File: src/rtl/user_ctrl_pkg.sv
// Shared definitions for the user session controller: state encoding,
// profile width and default session/lockout lengths.
package user_ctrl_pkg;

  localparam int PROF_W = 2;
  localparam int CNT_W  = 8;

  localparam int DEF_SESSION_CYCLES = 16;
  localparam int DEF_LOCKOUT_CYCLES = 4;

  typedef enum logic [1:0] {
    ST_IDLE    = 2'd0,
    ST_ACTIVE  = 2'd1,
    ST_LOCKOUT = 2'd2
  } state_t;

endpackage

File: src/rtl/user_prio_cmp.sv
// Combinational priority test: flags a requester whose profile strictly
// outranks the current owner.
module user_prio_cmp
  import user_ctrl_pkg::*;
(
  input  logic [PROF_W-1:0] owner,
  input  logic [PROF_W-1:0] requester,
  output logic              higher
);

  assign higher = (requester > owner);

endmodule

File: src/rtl/user_session_ctrl.sv
// Single-owner session arbiter with priority preemption, timed expiry and a
// post-expiry lockout window. Responses are registered one cycle after REQ.
module user_session_ctrl
  import user_ctrl_pkg::*;
#(
  parameter int SESSION_CYCLES = DEF_SESSION_CYCLES,
  parameter int LOCKOUT_CYCLES = DEF_LOCKOUT_CYCLES
) (
  input  logic              clk,
  input  logic              rst_n,
  input  logic              req,
  input  logic [PROF_W-1:0] req_user,
  input  logic              rel,
  output logic              ack,
  output logic              nack,
  output logic              active,
  output logic [PROF_W-1:0] cur_user,
  output logic              preempt,
  output logic              expired
);

  localparam logic [CNT_W-1:0] SESS_LOAD = CNT_W'(SESSION_CYCLES - 1);
  localparam logic [CNT_W-1:0] LOCK_LOAD = CNT_W'(LOCKOUT_CYCLES - 1);
  localparam logic [CNT_W-1:0] CNT_ONE   = CNT_W'(1);

  state_t             state_q, state_d;
  logic [CNT_W-1:0]   cnt_q, cnt_d;
  logic [PROF_W-1:0]  user_q, user_d;
  logic               ack_q, ack_d;
  logic               nack_q, nack_d;
  logic               pre_q, pre_d;
  logic               exp_q, exp_d;
  logic               higher;

  user_prio_cmp u_prio_cmp (
    .owner     (user_q),
    .requester (req_user),
    .higher    (higher)
  );

  always_ff @(posedge clk or negedge rst_n) begin
    if (!rst_n) begin
      state_q <= ST_IDLE;
      cnt_q   <= '0;
      user_q  <= '0;
      ack_q   <= 1'b0;
      nack_q  <= 1'b0;
      pre_q   <= 1'b0;
      exp_q   <= 1'b0;
    end else begin
      state_q <= state_d;
      cnt_q   <= cnt_d;
      user_q  <= user_d;
      ack_q   <= ack_d;
      nack_q  <= nack_d;
      pre_q   <= pre_d;
      exp_q   <= exp_d;
    end
  end

  always_comb begin
    state_d = state_q;
    cnt_d   = cnt_q;
    user_d  = user_q;
    ack_d   = 1'b0;
    nack_d  = 1'b0;
    pre_d   = 1'b0;
    exp_d   = 1'b0;
    case (state_q)
      ST_IDLE: begin
        if (req) begin
          state_d = ST_ACTIVE;
          user_d  = req_user;
          cnt_d   = SESS_LOAD;
          ack_d   = 1'b1;
        end
      end
      ST_ACTIVE: begin
        // Release is applied before the request, so a simultaneous
        // request always sees an idle controller.
        if (rel) begin
          if (req) begin
            user_d = req_user;
            cnt_d  = SESS_LOAD;
            ack_d  = 1'b1;
          end else begin
            state_d = ST_IDLE;
            user_d  = '0;
            cnt_d   = '0;
          end
        end else if (req && higher) begin
          user_d = req_user;
          cnt_d  = SESS_LOAD;
          ack_d  = 1'b1;
          pre_d  = 1'b1;
        end else if (cnt_q == '0) begin
          state_d = ST_LOCKOUT;
          user_d  = '0;
          cnt_d   = LOCK_LOAD;
          exp_d   = 1'b1;
          nack_d  = req;
        end else begin
          cnt_d  = cnt_q - CNT_ONE;
          nack_d = req;
        end
      end
      ST_LOCKOUT: begin
        nack_d = req;
        if (cnt_q == '0) begin
          state_d = ST_IDLE;
        end else begin
          cnt_d = cnt_q - CNT_ONE;
        end
      end
      default: begin
        state_d = ST_IDLE;
        cnt_d   = '0;
        user_d  = '0;
      end
    endcase
  end

  assign active   = (state_q == ST_ACTIVE);
  assign cur_user = user_q;
  assign ack      = ack_q;
  assign nack     = nack_q;
  assign preempt  = pre_q;
  assign expired  = exp_q;

endmodule

File: config.mk
export PLATFORM = sky130hd
export DESIGN_NAME = user_session_ctrl
export DESIGN_NICKNAME = d
export VERILOG_FILES = /design/src/rtl/user_ctrl_pkg.sv /design/src/rtl/user_prio_cmp.sv /design/src/rtl/user_session_ctrl.sv
export SDC_FILE = /design/constraint.sdc
export NUM_CORES = 1
export LEC_CHECK = 0
export ABC_AREA = 1
export CAP_MARGIN = 20
export CORE_AREA = 2 2 42 59
export DETAILED_ROUTE_END_ITERATION = 10
export DIE_AREA = 0 0 44 61
export GPL_TIMING_DRIVEN = 0
export PLACE_DENSITY = 0.75
export SETUP_SLACK_MARGIN = 0.02
export SLEW_MARGIN = 10
export SYNTH_ARGS = -nofsm -noshare
export SYNTH_HDL_FRONTEND = slang
export SYNTH_SLANG_ARGS = --single-unit
File: constraint.sdc
create_clock -name clk -period 1.95 [get_ports clk]
set_clock_uncertainty 0.05 [all_clocks]
set_input_delay 0.39 -clock clk [delete_from_list [all_inputs] [get_ports clk]]
set_output_delay 0.39 -clock clk [all_outputs]
set_load 0.05 [all_outputs]
Word level (Yosys, flattened, before mapping)
Index checks and enable logic that the tools add are counted.
Operators by class
  $add $sub $neg: 1
  bitwise operators: 1
  $lt $le $gt $ge: 1
  mux-type cells: 32
  equal/unequal tests: 9
  reductions and logical operators: 6
Operators with widths (count)
  8-bit 2-to-1 mux: 5
  8-bit one-hot mux with 3 select lines: 1
  2-bit 2-to-1 mux: 10
  2-bit one-hot mux with 3 select lines: 2
  1-bit 2-to-1 mux: 11
  8-bit logical NOT: 1
  8-bit by 1-bit subtractor with 8-bit output, second input constant: 1
  2-bit != test, second input constant: 3
  3-bit != test, second input constant: 2
  5-bit AND reduction: 1
  4-bit 2-to-1 mux: 1
  4-bit by 2-bit != test with 1-bit output, second input constant: 1
  1-bit one-hot mux with 2 select lines: 2
  3-bit by 2-bit != test with 1-bit output, second input constant: 1
  3-bit AND reduction: 1
  2-bit by 1-bit == test with 1-bit output, second input constant: 1
  2-bit == test, second input constant: 1
  2-bit greater-than comparator: 1
  2-bit logical NOT: 1
  2-bit AND reduction: 1
  1-bit logical AND: 1
  1-bit inverter: 1
Word-level totals
  logic and storage cells: 57
  bits of input ports: 6
  output and inout bits: 7
  bits in registers: 16

Depth between registers and ports, before layout
Gate-level depths: netlist of the first run.
  word-level depth: 5
  depth in mapped cells: 13
  mapped depth without buffers: 13

Cells and area by module
From an unflattened synthesis of the first run, not the netlist that was laid out.
Second synthesis, totals
  cells, all modules: 152
  area, all modules: 1084.8 um2
By module, submodules not included
  user_session_ctrl: area each 1024.7 um2, cells each 142, sequential area each 400.4 um2, times used 1
  user_prio_cmp: area each 60.1 um2, cells each 10, sequential area each 0.0 um2, times used 1

Least setup slack after synthesis of the first run
Ideal clock, no wire load.
  path type: reg2reg
  from: register user_q[1] (netlist: cur_user[1])
  to: register cnt_q[0]
  cell stages (with the launch flop): 13
  arrival time: 1.618 ns
  setup slack: 0.166 ns
  library setup time: 0.116 ns
  path buffers: 0
  data required time: 1.784 ns
  path through: dfrtp_1 inv_1 ha_1 nand2_1 nand2_1 nand2_1 nand2_1 nand2_1 nand2_1 inv_1 nand2_1 nand2_1 nand2_1
On the way
  word-level cells in the longest chain between the ends: 5
RTL lines
  from (decl): line user_session_ctrl.sv:28  | logic [PROF_W-1:0] user_q, user_d;
  from (signal assigned): line user_session_ctrl.sv:53  | user_q <= user_d;
  2-bit greater-than comparator: line user_prio_cmp.sv:11  | assign higher = (requester > owner);
  1-bit logical AND: line user_session_ctrl.sv:91  | end else if (req && higher) begin
  8-bit 2-to-1 mux: line user_session_ctrl.sv:91
  8-bit 2-to-1 mux: line user_session_ctrl.sv:81  | if (rel) begin
  8-bit one-hot mux with 3 select lines: line user_session_ctrl.sv:69  | case (state_q)
  to (signal assigned): line user_session_ctrl.sv:52  | cnt_q <= cnt_d;
  to (decl): line user_session_ctrl.sv:27  | logic [CNT_W-1:0] cnt_q, cnt_d;
Every way passes these cells.
A chain may end at the register's enable or synchronous reset.

Worst setup path after layout of the first run
  from: register ack_q (netlist: ack)
  to: output ack
RTL lines
  from (decl): line user_session_ctrl.sv:29  | logic ack_q, ack_d;
  from (signal assigned): line user_session_ctrl.sv:54  | ack_q <= ack_d;
  to (decl): line user_session_ctrl.sv:14  | output logic ack,
No word-level cell between the ends.

==> results of run 1 <==
## routing by layer
metal	global-route usage	vias to the layer above	routed length, um
met5	0	-	0
met4	0.139	0	78
met3	0.0179	7	77
met2	0.378	18	1200
met1	0.202	448	915
li1	-	503	-
## synthesized netlist by cell type
library cell  count  area (um2)
nand2_1          50         188
inv_1            29         109
dfrtp_1          16         400
nor2_1           13        48.8
ha_1              7        87.6
nand3_1           7        35.0
o21ai_1           6        30.0
nand2_2           4        25.0
nand3_2           4        40.0
inv_2             3        11.3
nand2_4           2        22.5
nand4_1           2        12.5
nor2_2            2        12.5
xor2_1            2        17.5
a21oi_1           1        5.00
a21oi_2           1        8.76
nand3_4           1        17.5
nor2_4            1        11.3
nor3_1            1        5.00
o2111ai_1         1        8.76
o21ai_4           1        16.3
xnor2_1           1        8.76
## final timing paths
check | start | to | slack, ns | cells after the start
worst max-delay path | ack | ack | 0.07 | 1
worst min-delay path | rst_n | cnt_q[7] | 0.47 | 1
worst max register to register | cur_user[1] | cnt_q[0] | 0.30 | 12
worst min register to register | cur_user[1] | cur_user[1] | 0.49 | 2
max in group asynchronous | rst_n | cnt_q[6] | 0.92 | 1
min in group clk | cur_user[1] | cur_user[1] | 0.49 | 2
## layout by cell type, fill, tap and decap left out
| master | Yosys | final |
|---|---|---|
| dfrtp_1 | 16 | 16 |
| nor2_1 | 13 | 13 |
| ha_1 | 7 | 7 |
| nand3_2 | 4 | 4 |
| xnor2_1 | 1 | 1 |
| clkdlybuf4s50_1 | 0 | 9 |
| nand2_4 | 2 | 2 |
| o21ai_1 | 6 | 6 |
| a21oi_2 | 1 | 1 |
| o2111ai_1 | 1 | 1 |
| nand4_1 | 2 | 2 |
| nand3_1 | 7 | 7 |
| clkbuf_4 | 0 | 3 |
| o21ai_4 | 1 | 1 |
| nor3_1 | 1 | 1 |
| nand2_2 | 4 | 4 |
| inv_2 | 3 | 3 |
| clkbuf_2 | 0 | 1 |
| a21oi_1 | 1 | 1 |
| nand3_4 | 1 | 1 |
| nand2_1 | 50 | 50 |
| xor2_1 | 2 | 2 |
| nor2_4 | 1 | 1 |
| nor2_2 | 2 | 2 |
| dlygate4sd2_1 | 0 | 2 |
| inv_1 | 29 | 29 |
## metrics by stage
step,std cells,total power [mW],cell area [um2],hold WS (ns),utilization
after floorplan,155,1.59,1120,0.0444,-
after global placement,189,1.86,1270,0.448,0.590
after detailed placement,189,1.90,1270,0.470,0.590
after CTS,192,2.06,1290,0.493,0.599
after global routing,192,2.23,1280,0.514,0.597
final,192,2.05,1280,0.467,0.597
## kinds of logic after synthesis
| logic type | count (synthesis) | synth area share |
|---|---|---|
| flip-flops | 16 | 0.357 |
| buffers and inverters | 32 | 0.107 |
| adder cells (fa/ha/maj) | 7 | 0.0781 |
| AO/OA/AOI/OAI | 10 | 0.0614 |
| XOR/XNOR | 3 | 0.0234 |
| AND/OR/NAND/NOR | 87 | 0.373 |
## flip-flops by register name, indices dropped and copies added, names as in the netlist
register and count:
expired 1, ack 1, cur_user 2, nack 1, state_q 2, cnt_q 8
preempt 1
## report_power, final
group,switching (mW),internal (mW)
combinational,0.867,0.423
clock,0.110,0.0721
sequential,0.128,0.448
## repair_timing
item	CTS	global route
hold buffers	0	0
buffers inserted	0	0
endpoints found under the setup margin	3	1
resized for setup	4	1
## layout make-up
cell class              count  area share
multi-input cells         107       0.468
inverters                  32      0.0936
clock buffers               3      0.0175
flip-flops and latches     16       0.312
well taps                  22      0.0214
repair buffers             12      0.0877
==> results.txt, run 1 <==
----------------------------------------------------
[Global routing]
  Total global routing track utilization ... 0.200
  Pin count of the biggest net entering global routing ... 17
  Via count of the first global-routing pass ... 964
  Initial antenna violation count ... 0
  Global-route wire length before repair ... 3.88 mm
  Final global-route overflow total ... 0

[Clocking]
  Clock input transition at the sequential cells of the worst setup and hold paths ... 0.10 ns
  Htree depth ... 1
  Clock Tree Buf Depth ... 2
  CTS tree ... built
  CTS buffer count ... 3
  Sinks on the clock net ... 16
  Worst-Skew Late Latency ... 0.30 ns
  Clock root buffer ... clkbuf_4

[STA]
  Transition time at the pin with the least slew margin ... 0.734 ns
  Post-route clock period utilization ... 0.962
  Unrepaired setup endpoints after global routing ... false
  Total count of hold-check failures in the final report ... 0
  Headroom to the max-slew limit ... 0.509
  Maximum clock frequency ... 533 MHz
  Total count of max-transition violations in the final report ... 0
  Fin Setup TNS ... 0 ns
  Tmin final ... 1.88 ns
  Final Setup Violations ... 0
  Post-route worst setup slack ... 0.0747 ns

[Final layout]
  Number of fillers in the final layout ... 206
  Register Area ... 400 um2
  Fraction of final layout cells with drive strength greater than 1 ... 0.135
  Combined area of the multi-input logic cells ... 601 um2
  Final net count ... 185
  Diodes inserted ... 0
  Area added between synthesis and finish ... 14.5%

[Placed design]
  IO Port Bufs ... 12
  Worst slack at placement ... -0.146 ns
  Placed wire-length estimate ... 1.82 mm
  Gp weighted congestion ... 0.895

[Logic synthesis]
  Flip-flop and latch count after synthesis ... 16
  Yosys synthesis warning count ... 0
  Post-Syn Area per Cell ... 7.23 um2
  Unique masters post-synth ... 22
  Cell area after synthesis ... 1120 um2
  Sequential area share after synthesis ... 0.357
  Synthesized netlist cell count ... 155
  Post-Syn Nets ... 168

[Routing]
  DRC Markers ... 0
  Average routed wire per standard cell ... 11.8 um
  Starting DRC count in detailed routing ... 21
  Number of nets with antenna violations after routing ... 0
  Number of detailed-route iterations in the first pass ... 4
  Routed vias/inst ... 5.08
  Total wire length ... 2.27 mm
  Detailed-route via count ... 976

[Worst setup path]
  Class of the most critical setup path ... reg2out
  CP top delay family ... buffers and inverters
  Largest driver fanout on the critical path ... 1
  Buffers plus inverters on the worst setup path ... 1
  Worst path required time ... 1.51 ns
  Startpoint type of the worst setup path ... flop
  Highest-delay cell along the critical path ... clkdlybuf4s50_1
  Worst EP arrival ... 1.44 ns
  Crit path largest cell delay ... 0.79 ns
  Cell breakdown of the critical path ... clkdlybuf4s50_1
  Critical Path Sink Type ... output pin

[Floorplan]
  Boundary Pins ... 13
  Site row count ... 20
  Width of the chip ... 44 um
  Die ar. ... 2680 um2
  Vertical extent of the die ... 61 um
  Standard cell core area ... 2150 um2
  Initial cell density of the core ... 0.521

[Run]
  Max-capacitance violation count ... 0

[Status]
  Result of the run ... finished, final reports clean

[Power and ir drop]
  LEAKAGE ... 0.738 nW
  Power per cell area ... 1600 nW/um2
  Worst IR Drop VDD ... 962 uV

[Hold path]
  Min-Delay Path Class ... in2async

----------------------------------------------------
No activity file was read; power rests on OpenSTA's default activity.
==> run 2, diff against run 1 <==
--- a/config.mk
+++ b/config.mk
@@ -17,3 +17,4 @@
 export SYNTH_ARGS = -nofsm -noshare
 export SYNTH_HDL_FRONTEND = slang
 export SYNTH_SLANG_ARGS = --single-unit
+export TNS_END_PERCENT = 20
==> run 2 against run 1 <==
First-iteration DRC count unchanged. Routed wire length down 1.8%. Utilization up 0.17 points. Critical path depth unchanged. Sequential share of layout area down 0.091 points. Critical endpoint unchanged.
==> results.txt, run 2 (synthesis results as in run 1) <==
----------------------------------------------------
[Status]
  Result of the run ... finished, final reports clean

[Clocking]
  Worst-Skew Late Latency ... 0.30 ns
  Count of buffers added by post-CTS timing repair for setup ... 0
  Sinks on the clock net ... 16
  CTS tree ... built
  Clock input transition at the sequential cells of the worst setup and hold paths ... 0.10 ns
  CTS buffer count ... 3
  Post-cts hold buffer count ... 0
  Htree depth ... 1
  Clock Tree Buf Depth ... 2
  Clock root buffer ... clkbuf_4

[STA]
  Headroom to the max-slew limit ... 0.515
  Transition time at the pin with the least slew margin ... 0.725 ns
  Unrepaired setup endpoints after global routing ... false
  Total count of hold-check failures in the final report ... 0
  Post-route clock period utilization ... 0.957
  Final Setup Violations ... 0
  Post-route worst setup slack ... 0.0837 ns
  Total count of max-transition violations in the final report ... 0
  Maximum clock frequency ... 536 MHz
  Fin Setup TNS ... 0 ns
  Tmin final ... 1.87 ns

[Worst setup path]
  Class of the most critical setup path ... reg2out
  Largest driver fanout on the critical path ... 1
  Startpoint type of the worst setup path ... flop
  Highest-delay cell along the critical path ... clkdlybuf4s50_1
  Startpoint of the worst register-to-register path ... cur_user[1]
  Cell breakdown of the critical path ... clkdlybuf4s50_1
  Worst EP arrival ... 1.43 ns
  CP top delay family ... buffers and inverters
  Buffers plus inverters on the worst setup path ... 1
  Worst path required time ... 1.51 ns
  Critical path origin ... ack
  Crit path largest cell delay ... 0.79 ns
  Critical Path Sink Type ... output pin

[Power and ir drop]
  Power dissipated by switching net loads ... 1.10 mW
  Internal power ... 948 uW
  Clock share of power ... 0.088
  LEAKAGE ... 0.749 nW
  Power per cell area ... 1590 nW/um2
  Post-layout power ... 2.05 mW
  Register share of total power ... 0.281
  Worst IR Drop VDD ... 959 uV
  Logic pwr share ... 0.631
  Switching fraction of total power ... 0.537

[Global routing]
  Total global routing track utilization ... 0.200
  Final global-route overflow total ... 0
  Global-route wire length before repair ... 3.88 mm
  Via count of the first global-routing pass ... 964
  Pin count of the biggest net entering global routing ... 17
  Initial antenna violation count ... 0

[Routing]
  Uppermost layer routed ... met4
  DRT met1 WL ... 897 um
  Detailed-route via count ... 977
  Total wire length ... 2.23 mm
  Average routed wire per standard cell ... 11.6 um
  Number of detailed-route iterations in the first pass ... 2
  Routed wl met3 ... 60 um
  Routed vias/inst ... 5.09
  DRC Markers ... 0
  Starting DRC count in detailed routing ... 21
  Met2 wire length ... 1.20 mm
  Number of nets with antenna violations after routing ... 0

[Placed design]
  Placed wire-length estimate ... 1.82 mm
  Inst Count DP ... 189
  Worst slack at placement ... -0.146 ns
  Gp weighted congestion ... 0.895
  IO Port Bufs ... 12

[Final layout]
  Fraction of final layout cells with drive strength greater than 1 ... 0.135
  Largest Register ... cnt_q
  Commonest non-fill, non-tap cells in the layout ... 50 x nand2_1, 29 x inv_1, 16 x dfrtp_1, 13 x nor2_1, 9 x clkdlybuf4s50_1
  Area added between synthesis and finish ... 14.8%
  Most common library cell in the layout ignoring fill and taps ... nand2_1
  Number of flip-flops under the largest register name ... 8
  Diodes inserted ... 0
  Number of fillers in the final layout ... 204
  Final net count ... 185
  Final non-filler cell total ... 192
  Final Util ... 0.598

[Hold path]
  Min-Delay Path Class ... in2async

[Run]
  Max-capacitance violation count ... 0

[Floorplan]
  Site row count ... 20
  Boundary Pins ... 13
  Initial cell density of the core ... 0.521
  Die ar. ... 2680 um2
  Standard cell core area ... 2150 um2
  Width of the chip ... 44 um
  Vertical extent of the die ... 61 um

----------------------------------------------------
run 2: cell count changes in the layout (fill, tap and decap cells not counted), sizes merged:
cell	before	now
dlygate4sd2	2	1
dlymetal6s2s	0	1
run 2: stage by stage:
stage               hold WS [ns]  instance area, um2
floorplan                 0.0444                1120
finish                     0.465                1290
global placement           0.448                1270
detailed placement         0.470                1270
CTS                        0.493                1290
global route               0.514                1290
run 2: worst paths after layout:
check	to	slack, ns	cells after the start
worst max-delay path	ack	0.08	1
worst min register to register	cur_user[1]	0.49	2
min in group clk	cur_user[1]	0.49	2
worst max register to register	cnt_q[0]	0.30	12
worst min-delay path	cnt_q[7]	0.47	1
max in group asynchronous	cnt_q[6]	0.92	1
run 2: power groups by stage:
| stage | clock network [mW] | logic, mW | registers [mW] |
|---|---|---|---|
| detailed placement | 0 | 1.32 | 0.582 |
| finish | 0.180 | 1.29 | 0.576 |
| global route | 0.195 | 1.45 | 0.590 |
| global placement | 0 | 1.28 | 0.577 |
| CTS | 0.183 | 1.31 | 0.575 |
| floorplan | 0 | 0.935 | 0.658 |
run 2: routing by layer:
metal  global-route usage  vias up
met2                0.378       14
li1                     -      503
met4                0.139        0
met1                0.202      453
met5                    0        -
met3               0.0179        7
run 2: what timing repair did:
item                       in CTS  in global routing
resized for setup               3                  2
setup endpoints to repair       3                  2
gates cloned                    0                  0
run 2: final cells by class:
type	instances	area [um2]	share of cell area
inverter	32	120	0.0933
tap	22	27.5	0.0214
timing repair buffer	12	116	0.0904
sequential	16	400	0.311
multi-input combinational	107	601	0.466
clock buffer	3	22.5	0.0175
==> run 3, diff against run 2 <==
--- a/config.mk
+++ b/config.mk
@@ -12,6 +12,7 @@
 export DIE_AREA = 0 0 44 61
 export GPL_TIMING_DRIVEN = 0
 export PLACE_DENSITY = 0.75
+export RECOVER_POWER = 25
 export SETUP_SLACK_MARGIN = 0.02
 export SLEW_MARGIN = 10
 export SYNTH_ARGS = -nofsm -noshare
==> run 3 against run 2 <==
Global-route usage stayed put. Non-clock buffer count unchanged. Sequential share of layout area unchanged. Power about the same. Design area unchanged. Routed wire length unchanged. Maximum frequency is the same. Critical path depth did not move. Sequential power is essentially flat. Critical endpoint unchanged. Largest power group unchanged.
==> results.txt, run 3 (synthesis results as in run 1) <==
----------------------------------------------------
[Final layout]
  Design area ... 1290 um2
  Number of fillers in the final layout ... 204
  Area added between synthesis and finish ... 14.8%
  Combined area of the multi-input logic cells ... 601 um2
  Diodes inserted ... 0
  Commonest non-fill, non-tap cells in the layout ... 50 x nand2_1, 29 x inv_1, 16 x dfrtp_1, 13 x nor2_1, 8 x clkdlybuf4s50_1
  Register Area ... 400 um2
  Largest Register ... cnt_q
  Number of flip-flops under the largest register name ... 8
  Most common library cell in the layout ignoring fill and taps ... nand2_1
  Final non-filler cell total ... 192
  Final net count ... 185
  Fraction of final layout cells with drive strength greater than 1 ... 0.135

[Worst setup path]
  Worst EP arrival ... 1.43 ns
  Class of the most critical setup path ... reg2out
  Cell breakdown of the critical path ... clkdlybuf4s50_1
  Largest driver fanout on the critical path ... 1
  Worst Reg-to-Reg Cells ... 12
  Worst path required time ... 1.51 ns
  Endpoint of the worst-slack reg-to-reg timing path ... cnt_q[0]
  Startpoint of the worst register-to-register path ... cur_user[1]
  Reg2reg setup slack ... 0.30 ns
  Highest-delay cell along the critical path ... clkdlybuf4s50_1
  Critical Path Sink Type ... output pin
  CP top delay family ... buffers and inverters
  Critical path origin ... ack
  Startpoint type of the worst setup path ... flop
  Crit path largest cell delay ... 0.79 ns
  Buffers plus inverters on the worst setup path ... 1

[Routing]
  Number of detailed-route iterations in the first pass ... 2
  Detailed-route via count ... 977
  Average routed wire per standard cell ... 11.6 um
  Routed vias/inst ... 5.09
  DRC Markers ... 0
  Starting DRC count in detailed routing ... 21
  Number of nets with antenna violations after routing ... 0
  Total wire length ... 2.23 mm

[Power and ir drop]
  Switching fraction of total power ... 0.537
  Internal power ... 948 uW
  Register share of total power ... 0.281
  Worst IR Drop VDD ... 959 uV
  LEAKAGE ... 0.749 nW
  Power per cell area ... 1590 nW/um2
  Post-layout power ... 2.05 mW
  Power dissipated by switching net loads ... 1.10 mW
  Logic pwr share ... 0.631
  Clock share of power ... 0.088

[STA]
  Transition time at the pin with the least slew margin ... 0.732 ns
  Headroom to the max-slew limit ... 0.511
  Unrepaired setup endpoints after global routing ... false
  Post-route clock period utilization ... 0.957
  Total count of hold-check failures in the final report ... 0
  Total count of max-transition violations in the final report ... 0
  Tmin final ... 1.87 ns
  Final Setup Violations ... 0
  Maximum clock frequency ... 536 MHz

[Floorplan]
  Width of the chip ... 44 um
  Boundary Pins ... 13
  Site row count ... 20
  Standard cell core area ... 2150 um2
  Vertical extent of the die ... 61 um
  Die ar. ... 2680 um2
  Initial cell density of the core ... 0.521

[Hold path]
  Worst min-delay path endpoint ... cur_user[1]
  Start point of the worst min-delay path ... cur_user[1]
  Hold Path Cell Cnt ... 2
  Min-Delay Path Class ... reg2reg

[Global routing]
  Pin count of the biggest net entering global routing ... 17
  Met1 routing resource usage after global routing ... 0.202
  Grt peak-use layer ... met2
  Via count of the first global-routing pass ... 964
  Total global routing track utilization ... 0.200
  Met2 layer usage reported by global route ... 0.378
  Initial antenna violation count ... 0
  Final global-route overflow total ... 0
  Met3 Use GR ... 0.0179
  Global-route wire length before repair ... 3.88 mm

[Placed design]
  Placed wire-length estimate ... 1.82 mm
  Placed cell area ... 1270 um2
  Inst Count DP ... 189
  Gp weighted congestion ... 0.895
  IO Port Bufs ... 12

[Clocking]
  Post-cts hold buffer count ... 0
  CTS buffer count ... 3
  CTS resizes ... 3
  CTS tree ... built
  Htree depth ... 1
  Clock input transition at the sequential cells of the worst setup and hold paths ... 0.10 ns
  Clock root buffer ... clkbuf_4
  Count of buffers added by post-CTS timing repair for setup ... 0
  Clock Tree Buf Depth ... 2
  Worst-Skew Late Latency ... 0.30 ns
  Sinks on the clock net ... 16

[Run]
  Max-capacitance violation count ... 0

[Status]
  Result of the run ... finished, final reports clean

----------------------------------------------------
[run 3: cell types whose count changed in the layout (fill, tap and decap cells not counted)]
cell / delta
clkdlybuf4s50_1: -1
dlygate4sd3_1: +1
[run 3: layer usage]
| layer | vias up | wire length [um] |
|---|---|---|
| met5 | - | 0 |
| met4 | 0 | 79 |
| met3 | 7 | 60 |
| met2 | 14 | 1200 |
| met1 | 453 | 897 |
| li1 | 503 | - |
[run 3: worst max path at each step]
stage | to | cells after the start | slack [ns]
finish | ack | 1 | 0.08
global route | cnt_q[3] | 12 | 0.05
CTS | cur_user[1] | 1 | 0.005
detailed placement | cnt_q[0] | 12 | -0.15
global placement | cnt_q[0] | 12 | -0.09
floorplan | cnt_q[0] | 12 | 0.17
[run 3: power by group through the flow]
stage	logic, mW	registers (mW)	clock network, mW
finish	1.29	0.576	0.180
global route	1.45	0.590	0.195
CTS	1.31	0.575	0.183
detailed placement	1.32	0.582	0
global placement	1.28	0.577	0
floorplan	0.935	0.658	0
[run 3: tightest hold or removal path: cells and delay by family, from the launching register on]
kind               cells  cell delay [ns]
and+or+nand+nor        1             0.06
AOI/OAI and AO/OA      1             0.07
DFF                    1             0.38
[run 3: per-stage QoR]
stage           util  worst slack, ns  hold slack [ns]  TNS [ns]
4_1_cts        0.599          0.00539            0.493         0
3_5_place_dp   0.590           -0.146            0.470    -0.729
5_1_grt        0.598           0.0509            0.514         0
2_1_floorplan      -            0.166           0.0444         0
3_3_place_gp   0.590          -0.0901            0.448    -0.385
6_report       0.598           0.0837            0.490         0
[run 3: final cells by class]
| cell class | count | area share |
|---|---|---|
| Multi-Input combinational cell | 107 | 0.466 |
| Sequential cell | 16 | 0.311 |
| Inverter | 32 | 0.0933 |
| Timing Repair Buffer | 12 | 0.0904 |
| Tap cell | 22 | 0.0214 |
| Clock buffer | 3 | 0.0175 |
